## src/rtl/pmod_pkg.sv

```systemverilog
// rtl/pmod_pkg.sv - shared types and helpers for the 7-segment display scheduler
package pmod_pkg;

    localparam int MAX_REQ = 16;

    typedef enum logic [1:0] {
        IDLE  = 2'd0,
        GRANT = 2'd1,
        HOLD  = 2'd2
    } sched_state_e;

    // One-hot of a requester index; callers truncate to their own NUM_REQ.
    function automatic logic [MAX_REQ-1:0] onehot(input logic [3:0] idx);
        return MAX_REQ'(1) << idx;
    endfunction

endpackage

```

## src/rtl/pmod_rr_arbiter.sv

```systemverilog
// rtl/pmod_rr_arbiter.sv - combinational round-robin picker starting after ptr
module pmod_rr_arbiter #(
    parameter int NUM_REQ = 4,
    parameter int IDXW    = $clog2(NUM_REQ)
) (
    input  logic [NUM_REQ-1:0] req,
    input  logic [IDXW-1:0]    ptr,
    output logic               found,
    output logic [IDXW-1:0]    idx
);

    // Scan ptr+1, ptr+2, ... wrapping modulo NUM_REQ; first asserted request wins.
    always_comb begin
        logic [IDXW:0] cand;
        found = 1'b0;
        idx   = '0;
        cand  = '0;
        for (int k = 1; k <= NUM_REQ; k++) begin
            cand = {1'b0, ptr} + (IDXW+1)'(k);
            if (cand >= (IDXW+1)'(NUM_REQ)) begin
                cand = cand - (IDXW+1)'(NUM_REQ);
            end
            if (!found && req[cand[IDXW-1:0]]) begin
                found = 1'b1;
                idx   = cand[IDXW-1:0];
            end
        end
    end

endmodule

```

## src/rtl/pmod_7seg_sched.sv

```systemverilog
// rtl/pmod_7seg_sched.sv - round-robin time-sliced sharing of the two-digit display
module pmod_7seg_sched
    import pmod_pkg::*;
#(
    parameter int  NUM_REQ     = 4,
    parameter int  TICK_CYCLES = 100000,
    parameter int  HOLD_TICKS  = 1000,
    localparam int IDXW        = $clog2(NUM_REQ)
) (
    input  logic                 clk,
    input  logic                 rst_n,
    input  logic [NUM_REQ-1:0]   req,
    input  logic [NUM_REQ*8-1:0] req_data,
    output logic [NUM_REQ-1:0]   gnt,
    output logic [3:0]           numa,
    output logic [3:0]           numb,
    output logic [IDXW-1:0]      owner,
    output logic                 disp_valid
);

    localparam int PW = (TICK_CYCLES > 1) ? $clog2(TICK_CYCLES) : 1;
    localparam int TW = $clog2(HOLD_TICKS + 1);

    if (HOLD_TICKS < 1) begin : g_bad_hold
        $error("pmod_7seg_sched: HOLD_TICKS must be at least 1");
    end
    if (TICK_CYCLES < 1) begin : g_bad_tick
        $error("pmod_7seg_sched: TICK_CYCLES must be at least 1");
    end
    if (NUM_REQ < 2 || NUM_REQ > MAX_REQ) begin : g_bad_req
        $error("pmod_7seg_sched: NUM_REQ must be in 2..16");
    end

    sched_state_e         state_q, state_d;
    logic [NUM_REQ-1:0]   gnt_q, gnt_d;
    logic [3:0]           numa_q, numa_d;
    logic [3:0]           numb_q, numb_d;
    logic [IDXW-1:0]      owner_q, owner_d;
    logic [IDXW-1:0]      ptr_q, ptr_d;
    logic                 valid_q, valid_d;
    logic [PW-1:0]        presc_q, presc_d;
    logic [TW-1:0]        tick_q, tick_d;

    logic                 win_found;
    logic [IDXW-1:0]      win_idx;
    logic [7:0]           win_data;
    logic                 capture;

    pmod_rr_arbiter #(
        .NUM_REQ (NUM_REQ),
        .IDXW    (IDXW)
    ) u_arb (
        .req   (req),
        .ptr   (ptr_q),
        .found (win_found),
        .idx   (win_idx)
    );

    assign win_data = req_data[8*int'(win_idx) +: 8];

    // Next-state: FSM, hold timing, and capture of the winner into the display registers.
    always_comb begin
        state_d = state_q;
        gnt_d   = '0;
        numa_d  = numa_q;
        numb_d  = numb_q;
        owner_d = owner_q;
        ptr_d   = ptr_q;
        valid_d = valid_q;
        presc_d = presc_q;
        tick_d  = tick_q;
        capture = 1'b0;

        case (state_q)
            IDLE: begin
                valid_d = 1'b0;
                capture = win_found;
            end
            GRANT: begin
                presc_d = '0;
                tick_d  = '0;
                state_d = HOLD;
            end
            HOLD: begin
                if (presc_q == PW'(TICK_CYCLES - 1)) begin
                    presc_d = '0;
                    tick_d  = tick_q + TW'(1);
                    // Last tick of the slice: hand over or release the display.
                    if (tick_q == TW'(HOLD_TICKS - 1)) begin
                        if (win_found) begin
                            capture = 1'b1;
                        end else begin
                            valid_d = 1'b0;
                            state_d = IDLE;
                        end
                    end
                end else begin
                    presc_d = presc_q + PW'(1);
                end
            end
            default: state_d = IDLE;
        endcase

        if (capture) begin
            numa_d  = win_data[7:4];
            numb_d  = win_data[3:0];
            owner_d = win_idx;
            ptr_d   = win_idx;
            gnt_d   = NUM_REQ'(onehot(4'(win_idx)));
            valid_d = 1'b1;
            state_d = GRANT;
        end
    end

    // State and output registers; reset points the pointer at the last slot so slot 0 wins first.
    always_ff @(posedge clk or negedge rst_n) begin
        if (!rst_n) begin
            state_q <= IDLE;
            gnt_q   <= '0;
            numa_q  <= '0;
            numb_q  <= '0;
            owner_q <= '0;
            ptr_q   <= IDXW'(NUM_REQ - 1);
            valid_q <= 1'b0;
            presc_q <= '0;
            tick_q  <= '0;
        end else begin
            state_q <= state_d;
            gnt_q   <= gnt_d;
            numa_q  <= numa_d;
            numb_q  <= numb_d;
            owner_q <= owner_d;
            ptr_q   <= ptr_d;
            valid_q <= valid_d;
            presc_q <= presc_d;
            tick_q  <= tick_d;
        end
    end

    assign gnt        = gnt_q;
    assign numa       = numa_q;
    assign numb       = numb_q;
    assign owner      = owner_q;
    assign disp_valid = valid_q;

endmodule

```

## config.mk

```make
export PLATFORM = sky130hd
export DESIGN_NAME = pmod_7seg_sched
export DESIGN_NICKNAME = d
export VERILOG_FILES = /design/src/rtl/pmod_pkg.sv /design/src/rtl/pmod_rr_arbiter.sv /design/src/rtl/pmod_7seg_sched.sv
export SDC_FILE = /design/constraint.sdc
export NUM_CORES = 1
export LEC_CHECK = 0
export ABC_AREA = 1
export CELL_PAD_IN_SITES_DETAIL_PLACEMENT = 1
export CELL_PAD_IN_SITES_GLOBAL_PLACEMENT = 1
export CORE_AREA = 2 2 93 95
export DETAILED_ROUTE_END_ITERATION = 6
export DIE_AREA = 0 0 95 97
export HOLD_SLACK_MARGIN = 0.08
export PLACE_DENSITY_LB_ADDON = 0.1
export SLEW_MARGIN = 20
export SYNTH_ARGS = -nofsm -noshare
export SYNTH_HDL_FRONTEND = slang
export SYNTH_SLANG_ARGS = --single-unit
```

## constraint.sdc

```tcl
create_clock -name clk -period 1.8 [get_ports clk]
set_input_delay 0.36 -clock clk [delete_from_list [all_inputs] [get_ports clk]]
set_output_delay 0.36 -clock clk [all_outputs]
set_load 0.01 [all_outputs]
```

---- After elaboration in Yosys (flattened, before gate mapping) ----
Index checks and enable logic that the tools add are counted.
storage, ports and cells
  register bits ........................... 46
  input bits .............................. 38
  output and inout bits ................... 15
  logic and storage cells ................. 89
operators by class
  add/sub/neg operators ................... 10
  order comparisons ....................... 8
  equal/unequal tests ..................... 9
  shift-type cells ........................ 2
  muxes and demuxes ....................... 39
  reduce and logical (&&, ||, !) cells .... 12
operator list
  cell                   number
  $pmux 17 s2            1
  $shiftx 32x6->8        1
  $mux 2                 12
  $pmux 10 s2            1
  $add 17x1->17 const B  1
  $eq 17x17->1 const B   1
  $mux 17                1
  $mux 1                 15
  $ge 3x3->1 const B     4
  $lt 2x3->1 const B     4
  $add 10x1->10 const B  1
  $eq 10x10->1 const B   1
  $mux 10                1
  $ne 3x3->1 const B     3
  $bmux 1 s2             4
  $reduce_and 4->1       2
  $sub 2x1->2 const B    4
  $add 2x2->3 const B    2
  $pmux 2 s3             1
  $mux 4                 1
  $ne 2x2->1 const B     2
  $pmux 1 s2             2
  $shl 1x2->4 const A    1
  $add 2x1->3 const B    1
  9 further kinds        13

---- Logic depth before layout (Yosys ltp) ----
  depth after elaboration ................. 21
  gate-level depth with buffers ........... 14
  depth with buffers taken out ............ 14

---- Modules after synthesis ----
A second synthesis with hierarchy kept.
second synthesis, totals
  cells, all modules ...................... 392
  area, all modules ....................... 2877.8 um2
modules (own cells, without submodules)
  module           times used  cells each  area each (um2)  sequential area each (um2)
  pmod_7seg_sched  1           343         2587.5           1153.6
  pmod_rr_arbiter  1           49          290.3            0.0

---- Worst setup path before layout ----
No wires, ideal clock.
  path kind ............................... register to register
  start ................................... register state_q[1]
  end ..................................... register presc_q[13]
  library setup time ...................... 0.094 ns
  arrival ................................. 1.716 ns
  data required time ...................... 1.706 ns
  setup slack ............................. -0.010 ns
  cell stages (with the launch flop) ...... 9
  period minus slack after synthesis ...... 1.810 ns
  cells stage by stage .................... dfrtp_1 > inv_1 > ha_1 > nand2_1 > nor2_1 > nand4_1 > nor3_2 > a21oi_1 > a211oi_1
on the way
  word-level cells in the longest chain between the ends .. 2
RTL lines
  item                                                     line                    source
  start: declaration                                       pmod_7seg_sched.sv:34   sched_state_e state_q, state_d;
  start signal: assignment                                 pmod_7seg_sched.sv:128  state_q <= state_d;
  $eq 2x2->1 / $eq 2x1->1 (equally long branches)          pmod_7seg_sched.sv:74   case (state_q)
  $pmux 17 s2 / $reduce_bool 2->1 (equally long branches)  n/a
  end signal: assignment                                   pmod_7seg_sched.sv:135  presc_q <= presc_d;
  end: declaration                                         pmod_7seg_sched.sv:41   logic [PW-1:0] presc_q, presc_d;
Several ways; a longest one is shown, not always the timed one.
A chain may end at the register's enable or synchronous reset.

---- Worst setup path in the final report ----
  start ................................... register ptr_q[0]
  end ..................................... register gnt_q[0], in the netlist gnt[0]
on the way
  word-level cells in the longest chain between the ends .. 20
RTL lines
  item                                              line                                          source
  start: declaration                                pmod_7seg_sched.sv:39                         logic [IDXW-1:0] ptr_q, ptr_d;
  start signal: assignment                          pmod_7seg_sched.sv:123                        ptr_q <= IDXW'(NUM_REQ - 1);
  start signal: assignment                          pmod_7seg_sched.sv:133                        ptr_q <= ptr_d;
  $add 2x1->3                                       pmod_rr_arbiter.sv:19                         cand = {1'b0, ptr} + (IDXW+1)'(k);
  $ge 3x3->1 / $sub 2x1->2 (equally long branches)  pmod_rr_arbiter.sv:20, pmod_rr_arbiter.sv:21
  $mux 2                                            pmod_rr_arbiter.sv:20                         if (cand >= (IDXW+1)'(NUM_REQ)) begin
  $bmux 1 s2                                        pmod_rr_arbiter.sv:23                         if (!found && req[cand[IDXW-1:0]]) begin
  $mux 1 (implied by the code)                      pmod_rr_arbiter.sv:23
  $mux 1                                            pmod_rr_arbiter.sv:23
  $logic_not 1->1                                   pmod_rr_arbiter.sv:23
  $logic_and 1x1->1                                 pmod_rr_arbiter.sv:23
  [... 5 more ...]                                  n/a
  $logic_and 1x1->1                                 pmod_rr_arbiter.sv:23
  $mux 1                                            pmod_rr_arbiter.sv:23
  $mux 1                                            pmod_7seg_sched.sv:90                         if (win_found) begin
  $mux 1                                            pmod_7seg_sched.sv:89                         if (tick_q == TW'(HOLD_TICKS - 1)) begin
  $mux 1                                            pmod_7seg_sched.sv:85                         if (presc_q == PW'(TICK_CYCLES - 1)) begin
  $pmux 1 s2                                        pmod_7seg_sched.sv:74
  $mux 4 *                                          pmod_7seg_sched.sv:104                        if (capture) begin
  named net gnt_d[0]                                pmod_7seg_sched.sv:35                         logic [NUM_REQ-1:0] gnt_q, gnt_d;
  end signal: assignment                            pmod_7seg_sched.sv:129                        gnt_q <= gnt_d;
  end: declaration                                  pmod_7seg_sched.sv:35
Mark *: on every way through the listed nets, which the timed path passes. The rest lies on a longest branch. The select of a mux whose other input is x is not followed.

==> impl_metrics.py <==
metrics = {
    "setup_path": {
        "cp-endpoint": "gnt[0]",
        "timing.rr.start": "ptr_q[0]",
        "reg2reg_depth": 13,
        "critPathKind": "reg2reg",
        "cp.buffers_inverters": 4,
        "crit_arrival_ps": 2220,
        "cpPeakStageDelay_ps": 600,
        "cp.depth": 13,
        "startpoint_type": "flop",
        "cp-startpoint": "ptr_q[0]",
        "r2r_end": "gnt[0]",
        "slowest_stage": "dfstp_2",
        "cp_cell_sequence": "inv_4, nand2_2, nand2_4, nand2_4, nand2_4, nor2_4, nand3b_1, nand2_4, buf_12, nor2_8, buf_4, inv_2, nor2_1",
        "worstPathRequired_ps": 1990,
        "cp_common_cell": "nand2_4",
        "cp-end-kind": "flop",
        "critPathTopFamily": "simple AND/OR/NAND/NOR gates",
        "reg2reg_setup_slack_ps": -230,
        "worst-path-max-fanout": 7,
    },
    "timing": {
        "rsz0062_at_grt": "yes",
        "period_share_pct": 113,
        "tightest_slew_ps": 319,
        "slew_headroom_pct": 78.6,
        "period_needed_ps": 2030,
        "holdWs_ps": 519,
        "worst_slack_ps": -231,
        "report.final.slew_viol_count": 0,
        "hold_violations": 0,
        "max_freq_ghz": 0.492,
        "finalSetupViolCount": 25,
        "finalClockSkew_ps": 13.7,
    },
    "floorplan": {
        "die_h_um": 97,
        "pin_count": 53,
        "coreArea_um2": 8130,
        "std_cell_rows": 33,
        "dieArea_um2": 9220,
        "start_util_pct": 33.7,
        "die_x_um": 95,
    },
    "synthesis": {
        "postSynthAreaPerCell_um2": 7.33,
        "synth_edf_count": 0,
        "yosysSeqAreaShare_pct": 42.1,
        "ys.flop_type": "dfrtp_1",
        "yosysWarnings": 0,
        "yosys.area.top_type": "dfrtp_1",
        "synthCells": 374,
        "async_reset_ff_share_pct": 100,
        "syn_nets": 417,
        "syn_area_um2": 2740,
        "synth_top_area_share_pct": 40.2,
        "ys_top_cells_by_area": "dfrtp_1, nand2_1, nand3_1, nor2_1, inv_1",
        "ys_types": 39,
        "ys_ff_latch": 46,
    },
    "final_layout": {
        "diodes": 0,
        "drive_above_1_share_pct": 37.7,
        "final_common_cell": "nand2_1",
        "final_cell_mix": "nand2_1, buf_4, clkdlybuf4s50_1, dfrtp_1, nand3_1",
        "final_area_um2": 4540,
        "nets": 543,
        "syn_to_final_growth_pct": 65.7,
    },
    "power_and_ir_drop": {
        "leakagePower_uw": 0.00212,
        "vdd_drop_max_uv": 380,
        "total_power_uw": 2100,
        "power_density_nw_per_um2": 462,
    },
    "detailed_routing": {
        "firstDrtPassIters": 4,
        "remaining_drc_errors": 0,
        "route.met3.wl_um": 191,
        "drtIter0Drc": 61,
        "viasPerCell": 4.89,
        "wire_per_inst_um": 14.9,
        "wirelength_um": 9040,
        "ant_nets": 0,
        "highest_layer": "met4",
        "met1_length_um": 3840,
        "dr_wl_met2_um": 4890,
        "vias": 2964,
    },
    "clocking": {
        "cts_buffers": 5,
        "clk_latency_ps": 300,
        "clockBufferDepth": 2,
        "h-tree-depth": 2,
        "cts_sinks": 46,
        "cts_root_buf": "clkbuf_8",
        "clkTransAtPathRegs_ps": 90,
        "cts_tree": "done",
    },
    "grt": {
        "overflow": 0,
        "grt.total_usage_pct": 19.9,
        "antenna_found_initial": 0,
        "first_global_vias": 3293,
        "grt_max_degree": 47,
        "grt_pass1_wl_um": 14800,
    },
    "placement": {
        "placed_cell_area_um2": 3790,
        "dpl.hpwl_um": 6390,
        "gp_congestion": 0.820,
        "io_buffers": 52,
    },
    "flow_run": {
        "cap_viol_max_count": 0,
    },
    "outcome": {
        "status": "complete, but fails checks",
        "failed_checks": "negative setup slack",
    },
    "hold_path": {
        "hold_class": "reg2reg",
    },
}
logic make-up after synthesis:
family | share of synthesized area, %
flip-flops | 42.1
XOR/XNOR | 0.639
AND/OR/NAND/NOR | 37.2
AO/OA/AOI/OAI | 9.73
adder cells (fa/ha/maj) | 2.28
buffers and inverters | 8.04
timing repair:
action,in CTS,in global routing
hold buffers,1,0
buffers inserted,13,4
endpoints found under the hold margin,44,0
setup endpoints to repair,42,43
resized for setup,68,73
pin swaps,23,21
final cells by class:
cell class | count | area, um2
multi-input combinational | 277 | 1790
clock buffer | 5 | 68.8
fill | 978 | 3590
inverter | 45 | 189
sequential | 46 | 1150
tap | 105 | 131
clock inverter | 3 | 45.0
timing repair buffer | 125 | 1160
worst reg2reg max path: cells and delay by family, from the launching register on:
family / cells / cell delay [ps]
AND/OR/NAND/NOR: 9 / 930
buffers and inverters: 4 / 390
flip-flops: 1 / 600
how the worst min path moves through the flow:
stage                     startpoint          to  slack, ps  depth (start not counted)
after floorplan                rst_n  disp_valid         60                          0
after global placement         rst_n   tick_q[1]        370                          2
after detailed placement       rst_n   tick_q[0]        370                          2
after CTS                    numa[2]     numa[2]        520                          2
after global routing         numa[2]     numa[2]        550                          2
final                       owner[1]    owner[1]        520                          2
power by group:
group	internal (uW)	switching, uW	total (uW)
Sequential	1030	0	1030
Combinational	145	128	273
Clock	414	377	791
through the flow:
stage               util (%)  cells  setup TNS [ps]  worst slack [ps]
floorplan                  -    374               0              4.88
global placement        46.6    580           -8290              -455
detailed placement      46.6    580           -9300              -489
CTS                     52.1    602           -2210              -194
global route            55.8    606           -7420              -361
finish                  55.8    606           -3010              -231
Yosys cell counts, types with 2 or more instances:
| master | count |
|---|---|
| o32ai_1 | 2 |
| buf_6 | 3 |
| dfrtp_1 | 44 |
| inv_1 | 38 |
| nand2_1 | 101 |
| o21a_1 | 2 |
| or2_1 | 4 |
| nor2_2 | 3 |
| a21oi_1 | 15 |
| nand2_2 | 6 |
| nor3_1 | 10 |
| o22ai_1 | 2 |
| nor3b_1 | 2 |
| nor2_1 | 44 |
| inv_2 | 7 |
| ha_1 | 5 |
| nand4_1 | 4 |
| nand3_1 | 43 |
| o21ai_0 | 14 |
| a211oi_1 | 3 |
| dfstp_2 | 2 |
| buf_2 | 2 |
| a21oi_2 | 2 |
routing by layer:
metal	global-route usage [%]	vias to the layer above
li1	-	1472
met1	23.7	1429
met2	37.9	55
met3	1.56	8
met4	4.12	0
met5	0	-
state kept, by name (all words and copies together), names as in the netlist:
register and count:
numa 4, state_q 2, owner 2, disp_valid 1, ptr_q 2, tick_q 10
gnt 4, numb 4, presc_q 17
Power figures use the tool's default switching activity.
